==> src/rtl/sprite_layer_ctrl.sv <==
`default_nettype none
// ============================================================================
//  Module   : sprite_layer_ctrl
//  Brief    : Multi-channel sprite register file with double-buffered
//             commit at frame start, per-pixel hit test, lowest-index
//             priority compositor, collision tracking and interrupts.
//  Revision : 1.0 - initial release
// ============================================================================
module sprite_layer_ctrl #(
    parameter int NUM_SPRITES = 4,
    parameter int IDX_W       = 2,
    parameter int SPR_W       = 32,
    parameter int SPR_H       = 32
) (
    input  logic                   clk_25mhz,
    input  logic                   rst,
    input  logic                   wr_en,
    input  logic [IDX_W-1:0]       wr_idx,
    input  logic [9:0]             wr_x,
    input  logic [8:0]             wr_y,
    input  logic                   wr_vis,
    input  logic [4:0]             wr_sel,
    input  logic                   frame_start,
    input  logic                   pix_active,
    input  logic [9:0]             pix_x,
    input  logic [8:0]             pix_y,
    input  logic [3:0]             irq_ack,
    output logic                   hit,
    output logic [IDX_W-1:0]       hit_idx,
    output logic [4:0]             hit_sel,
    output logic [4:0]             hit_dx,
    output logic [4:0]             hit_dy,
    output logic [NUM_SPRITES-1:0] coll_mask,
    output logic [3:0]             irq
);

    // Channel count widened by one bit so out-of-range indices compare cleanly.
    localparam logic [IDX_W:0] c_num_spr = (IDX_W+1)'(NUM_SPRITES);
    // Extents widened by one bit so far-right/bottom sprites clip instead of wrapping.
    localparam logic [10:0]    c_spr_w   = 11'(SPR_W);
    localparam logic [9:0]     c_spr_h   = 10'(SPR_H);

    logic [9:0] r_pend_x   [NUM_SPRITES];
    logic [8:0] r_pend_y   [NUM_SPRITES];
    logic       r_pend_vis [NUM_SPRITES];
    logic [4:0] r_pend_sel [NUM_SPRITES];
    logic [9:0] r_act_x    [NUM_SPRITES];
    logic [8:0] r_act_y    [NUM_SPRITES];
    logic       r_act_vis  [NUM_SPRITES];
    logic [4:0] r_act_sel  [NUM_SPRITES];

    logic [NUM_SPRITES-1:0] w_cover;
    logic [NUM_SPRITES-1:0] w_contrib;
    logic [NUM_SPRITES-1:0] w_coll_next;
    logic                   w_multi;
    logic                   w_coll_set;
    logic                   w_any;
    logic [IDX_W-1:0]       w_win_idx;
    logic [4:0]             w_win_sel;
    logic [4:0]             w_win_dx;
    logic [4:0]             w_win_dy;
    logic [NUM_SPRITES-1:0] r_coll_live;
    logic [1:0]             r_irq;
    logic                   w_unused_ack;

    // Processor writes land in pending; pending is copied to active at frame start.
    always_ff @(posedge clk_25mhz or posedge rst) begin
        if (rst) begin
            for (int i = 0; i < NUM_SPRITES; i++) begin
                r_pend_x[i]   <= '0;
                r_pend_y[i]   <= '0;
                r_pend_vis[i] <= 1'b0;
                r_pend_sel[i] <= '0;
                r_act_x[i]    <= '0;
                r_act_y[i]    <= '0;
                r_act_vis[i]  <= 1'b0;
                r_act_sel[i]  <= '0;
            end
        end else begin
            if (frame_start) begin
                for (int i = 0; i < NUM_SPRITES; i++) begin
                    r_act_x[i]   <= r_pend_x[i];
                    r_act_y[i]   <= r_pend_y[i];
                    r_act_vis[i] <= r_pend_vis[i];
                    r_act_sel[i] <= r_pend_sel[i];
                end
            end
            if (wr_en && ({1'b0, wr_idx} < c_num_spr)) begin
                r_pend_x[wr_idx]   <= wr_x;
                r_pend_y[wr_idx]   <= wr_y;
                r_pend_vis[wr_idx] <= wr_vis;
                r_pend_sel[wr_idx] <= wr_sel;
            end
        end
    end

    generate
        for (genvar g = 0; g < NUM_SPRITES; g++) begin : g_cover
            assign w_cover[g] = pix_active & r_act_vis[g]
                              & (pix_x >= r_act_x[g])
                              & ({1'b0, pix_x} < ({1'b0, r_act_x[g]} + c_spr_w))
                              & (pix_y >= r_act_y[g])
                              & ({1'b0, pix_y} < ({1'b0, r_act_y[g]} + c_spr_h));
        end
    endgenerate

    // Lowest covering index wins; scan downward so the last assignment is the lowest.
    always_comb begin
        w_any     = 1'b0;
        w_win_idx = '0;
        w_win_sel = '0;
        w_win_dx  = '0;
        w_win_dy  = '0;
        for (int i = NUM_SPRITES - 1; i >= 0; i--) begin
            if (w_cover[i]) begin
                w_any     = 1'b1;
                w_win_idx = IDX_W'(i);
                w_win_sel = r_act_sel[i];
                // Only the low bits of the offset are needed; they depend only on low bits.
                w_win_dx  = pix_x[4:0] - r_act_x[i][4:0];
                w_win_dy  = pix_y[4:0] - r_act_y[i][4:0];
            end
        end
    end

    // A vector with two or more bits set still has bits left after clearing its lowest.
    assign w_multi     = |(w_cover & (w_cover - 1'b1));
    assign w_contrib   = w_multi ? w_cover : '0;
    assign w_coll_next = r_coll_live | w_contrib;
    assign w_coll_set  = frame_start & (|w_coll_next);

    // Compositor outputs are registered: one cycle from pixel in to result out.
    always_ff @(posedge clk_25mhz or posedge rst) begin
        if (rst) begin
            hit     <= 1'b0;
            hit_idx <= '0;
            hit_sel <= '0;
            hit_dx  <= '0;
            hit_dy  <= '0;
        end else begin
            hit     <= w_any;
            hit_idx <= w_win_idx;
            hit_sel <= w_win_sel;
            hit_dx  <= w_win_dx;
            hit_dy  <= w_win_dy;
        end
    end

    // Collisions accumulate across a frame and are published at frame start.
    always_ff @(posedge clk_25mhz or posedge rst) begin
        if (rst) begin
            r_coll_live <= '0;
            coll_mask   <= '0;
        end else if (frame_start) begin
            coll_mask   <= w_coll_next;
            r_coll_live <= '0;
        end else begin
            r_coll_live <= w_coll_next;
        end
    end

    // Sticky interrupts; a set on the same cycle as an ack takes precedence.
    always_ff @(posedge clk_25mhz or posedge rst) begin
        if (rst) begin
            r_irq <= '0;
        end else begin
            r_irq[0] <= frame_start | (r_irq[0] & ~irq_ack[0]);
            r_irq[1] <= w_coll_set  | (r_irq[1] & ~irq_ack[1]);
        end
    end

    assign irq          = {2'b00, r_irq};
    assign w_unused_ack = ^irq_ack[3:2];

endmodule
`default_nettype wire

==> config.mk <==
export PLATFORM = sky130hd
export DESIGN_NAME = sprite_layer_ctrl
export DESIGN_NICKNAME = d
export VERILOG_FILES = /design/src/rtl/sprite_layer_ctrl.sv
export SDC_FILE = /design/constraint.sdc
export NUM_CORES = 1
export LEC_CHECK = 0
export ABC_AREA = 1
export CORE_UTILIZATION = 50
export CTS_BUF_LIST = sky130_fd_sc_hd__clkbuf_4 sky130_fd_sc_hd__clkbuf_8
export CTS_CLUSTER_DIAMETER = 60
export CTS_CLUSTER_SIZE = 25
export DETAILED_ROUTE_END_ITERATION = 8
export DONT_BUFFER_PORTS = 1
export HOLD_SLACK_MARGIN = 0.03
export PLACE_DENSITY = 0.68
export SYNTH_ARGS = -nofsm -noshare
export SYNTH_HDL_FRONTEND = slang
export SYNTH_SLANG_ARGS = --single-unit
export TNS_END_PERCENT = 1
==> constraint.sdc <==
create_clock -name clk_25mhz -period 7.1 [get_ports clk_25mhz]
set_input_delay 0.71 -clock clk_25mhz [delete_from_list [all_inputs] [get_ports clk_25mhz]]
set_output_delay 0.71 -clock clk_25mhz [all_outputs]
set_load 0.02 [all_outputs]
==> flow_summary_export.csv <==
group,metric,value,unit
pwr,swShare,0.349,
synth,syn_inst,1552,
global_routing,grt_usage,0.236,
pwr,clockPowerShare,0.295,
clocking,cts_tree,"done",
place,hpwl,21.2,mm
timing,maxSlewViolCount,0,
timing,holdWs,70.3,ps
synth,yosys.cell_types.count,46,
worst_setup_path,r2r_end,"r_irq[1]$_DFF_PP0_",
worst_setup_path,critPathMaxStageDelay,630,ps
clocking,post_cts_resized,0,
routing,antenna_left,0,
timing,worst_pin_slew,1070,ps
global_routing,grt-ovfl-total,0,
worst_setup_path,worst-path-stages,14,
floorplanning,die_w,163,um
clocking,clk_pin_slew_worst_paths,100,ps
synth,async_flop_share,1.00,
pwr,cell_internal_pwr,2.29,mW
place,portBuffers,0,
routing,drcViolationCount,0,
synth,synth.ff_latch_count,228,
routing,first_iter_violations,674,
final_layout,diodes,0,
routing,num_vias,9903,
floorplanning,dieArea,26500,sq um
synth,yosys_warnings,0,
synth,synth_area,12900,sq um
timing,finalSetupTns,0,ps
clocking,cts_buffers,23,
pwr,power_leakage,7.00,nW
synth,synth_edf_count,0,
pwr,p_seq_frac,0.458,
routing,wl_per_cell,16.0,um
synth,netlist_top_cells_area,"dfrtp_1 (44%), nand2_1 (12%), ha_1 (12%), o21ai_0 (8.0%), inv_1 (5.7%)",
synth,synth_area_per_cell,8.32,sq um
timing,finalHoldViolCount,0,
pwr,p_switching,1.23,mW
worst_setup_path,critical-path-top-delay-family,"simple AND/OR/NAND/NOR gates",
timing,fin_crit_sh,0.475,
global_routing,grt_pass1_vias,9811,
routing,avgViaCountPerCell,5.28,
clocking,worstSkewPairLatency,570,ps
pwr,max-vdd-ir-drop,197,uV
timing,rsz0062_at_grt,"no",
synth,yosysMostFrequentCell,"nand2_1",
worst_setup_path,critPathLaunchType,"register",
worst_setup_path,crit_required,7610,ps
clocking,holdBufCountCts,0,
floorplanning,die_y,163,um
pwr,power.density,257,nW/um^2
worst_setup_path,r2r_cells,14,
synth,yosysTopAreaCell,"dfrtp_1",
floorplanning,io_pins,81,
worst_setup_path,critPathMaxFanout,22,
floorplanning,core_area,25300,sq um
synth,seq_area_frac_synth,0.442,
routing,wirelength,30.0,mm
floorplanning,start_util,0.511,
worst_setup_path,crit_buf_inv,2,
worst_setup_path,cp_cell_sequence,"ha_1 > xnor2_1 > ha_1 > a21oi_1 > o21ai_0 > inv_1 > nand2_1 > nor2_1 > nand4_2 > inv_1 > o21ai_0 > nand2_1 > o21bai_1 > nand3_1",
clocking,clock-sinks,228,
place,place_congestion,0.893,
final_layout,fin_nets,1710,
global_routing,grt_pass1_wl,49.4,mm
timing,fmax,296,MHz
timing,setup_viol,0,
final_layout,fillers,2369,
timing,timing.slew.headroom,0.284,
worst_setup_path,endpoint_kind,"register",
timing,min_period,3370,ps
synth,synth_common_cells,"nand2_1 (417), dfrtp_1 (228), o21ai_0 (207), inv_1 (197), ha_1 (120)",
pwr,combPwrFrac,0.247,
floorplanning,std_cell_rows,58,
worst_setup_path,r2r-start,"r_act_y[23]$_DFFE_PP0P_",
clocking,clk_path_buf_depth,3,
synth,synthFlopType,"dfrtp_1",
final_layout,area_delta_synth_final,6.26,%
global_routing,antenna_found_initial,0,
hold_path,hp-class,"in2async",
clocking,root_buffer,"clkbuf_8",
final_layout,finish.utilization,0.543,
worst_setup_path,r2r_slack,3730,ps
global_routing,grt_max_degree,196,
worst_setup_path,worstPathArrival,3890,ps
clocking,htree_levels,1,
timing,finalClockSkew,25.9,ps
synth,synth_top_area_frac,0.442,
outcome,status,"finished, final reports clean",
final_layout,layout-drive-gt1-share,0.0609,
worst_setup_path,cp_slowest_cell,"nand4_2",
routing,first_pass_iters,7,
clocking,post_cts_buffers,0,
worst_setup_path,critical_path_class,"reg2reg",
job,max_cap_viol_count,0,
[per-layer routing]
metal	GRT usage	routed length (um)
met4	0.0671	663
met3	0.0346	1430
met1	0.316	13700
met2	0.400	14300
met5	0	0
[cell usage in the layout, fill, tap and decap left out, types with 2 or more instances in the layout]
master / Yosys / layout
a21oi_2: 9 / 9
o21ai_2: 2 / 2
clkinv_2: 1 / 3
inv_12: 0 / 2
nor3_1: 8 / 8
o211ai_1: 4 / 4
inv_16: 0 / 3
xnor2_1: 18 / 18
bufinv_16: 0 / 3
o21ai_1: 9 / 9
a21o_1: 9 / 9
nand2_1: 417 / 415
o22ai_2: 9 / 9
nand3_2: 3 / 5
nor2_1: 79 / 79
nand3b_1: 5 / 5
o21bai_1: 3 / 3
nand4_1: 15 / 15
xor2_1: 22 / 22
nand2_2: 5 / 7
a31oi_1: 5 / 5
inv_1: 197 / 196
dfrtp_1: 228 / 228
nand3_1: 42 / 40
conb_1: 1 / 2
fa_1: 8 / 8
a21oi_1: 51 / 51
nor2_2: 8 / 8
buf_4: 4 / 2
clkbuf_8: 0 / 23
ha_1: 120 / 120
clkinv_4: 0 / 3
o21ai_0: 207 / 207
clkinv_8: 0 / 2
inv_8: 0 / 3
[cell families after synthesis]
kind of cell    share of synthesized area
compound gates                      0.135
fa+ha+maj                           0.129
xor+xnor                           0.0271
buf+inv                            0.0775
other cells                      0.000291
flops                               0.442
simple gates                        0.189
[through the flow]
stage               power, mW  area, sq um  std cells  worst slack [ps]
floorplan                2.30        12900       1553               142
global placement         2.47        13100       1832              3600
detailed placement       2.50        13100       1832              3580
CTS                      3.55        13700       1874              3770
global route             3.77        13700       1874              3520
finish                   3.52        13700       1874              3730
[worst max-delay path by stage]
| stage | from | end | slack, ps |
|---|---|---|---|
| 2_1_floorplan | rst | coll_mask[0]$_DFFE_PP0P_ | 140 |
| 3_3_place_gp | pix_x[0] | hit_dx[0]$_DFF_PP0_ | 3600 |
| 3_5_place_dp | pix_x[0] | r_irq[1]$_DFF_PP0_ | 3580 |
| 4_1_cts | r_act_y[23]$_DFFE_PP0P_ | r_irq[1]$_DFF_PP0_ | 3770 |
| 5_1_grt | r_act_y[23]$_DFFE_PP0P_ | r_irq[1]$_DFF_PP0_ | 3520 |
| 6_report | r_act_y[23]$_DFFE_PP0P_ | r_irq[1]$_DFF_PP0_ | 3730 |
[power by group through the flow]
stage | sequential [mW] | combinational, mW | clock (mW)
floorplan | 1.61 | 0.687 | 0
global placement | 1.63 | 0.838 | 0
detailed placement | 1.64 | 0.866 | 0
CTS | 1.61 | 0.872 | 1.07
global route | 1.64 | 1.02 | 1.12
finish | 1.61 | 0.868 | 1.04
[layout make-up]
type / instances / area, sq um / share of cell area
clock buffer: 23 / 317 / 0.0231
clock inverter: 19 / 290 / 0.0212
inverter: 199 / 756 / 0.0551
multi-input combinational: 1073 / 6220 / 0.453
sequential: 228 / 5710 / 0.416
tap: 330 / 413 / 0.0301
timing repair buffer: 2 / 15.0 / 0.00109
[flip-flops by register name, indices dropped and copies added (netlist names), 5 cells and up]
register,count
r_pend_sel,20
r_act_x,40
r_act_sel,20
r_pend_x,40
r_act_y,36
hit_dx,5
hit_dy,5
r_pend_y,36
hit_sel,5
Power figures use the tool's default switching activity.
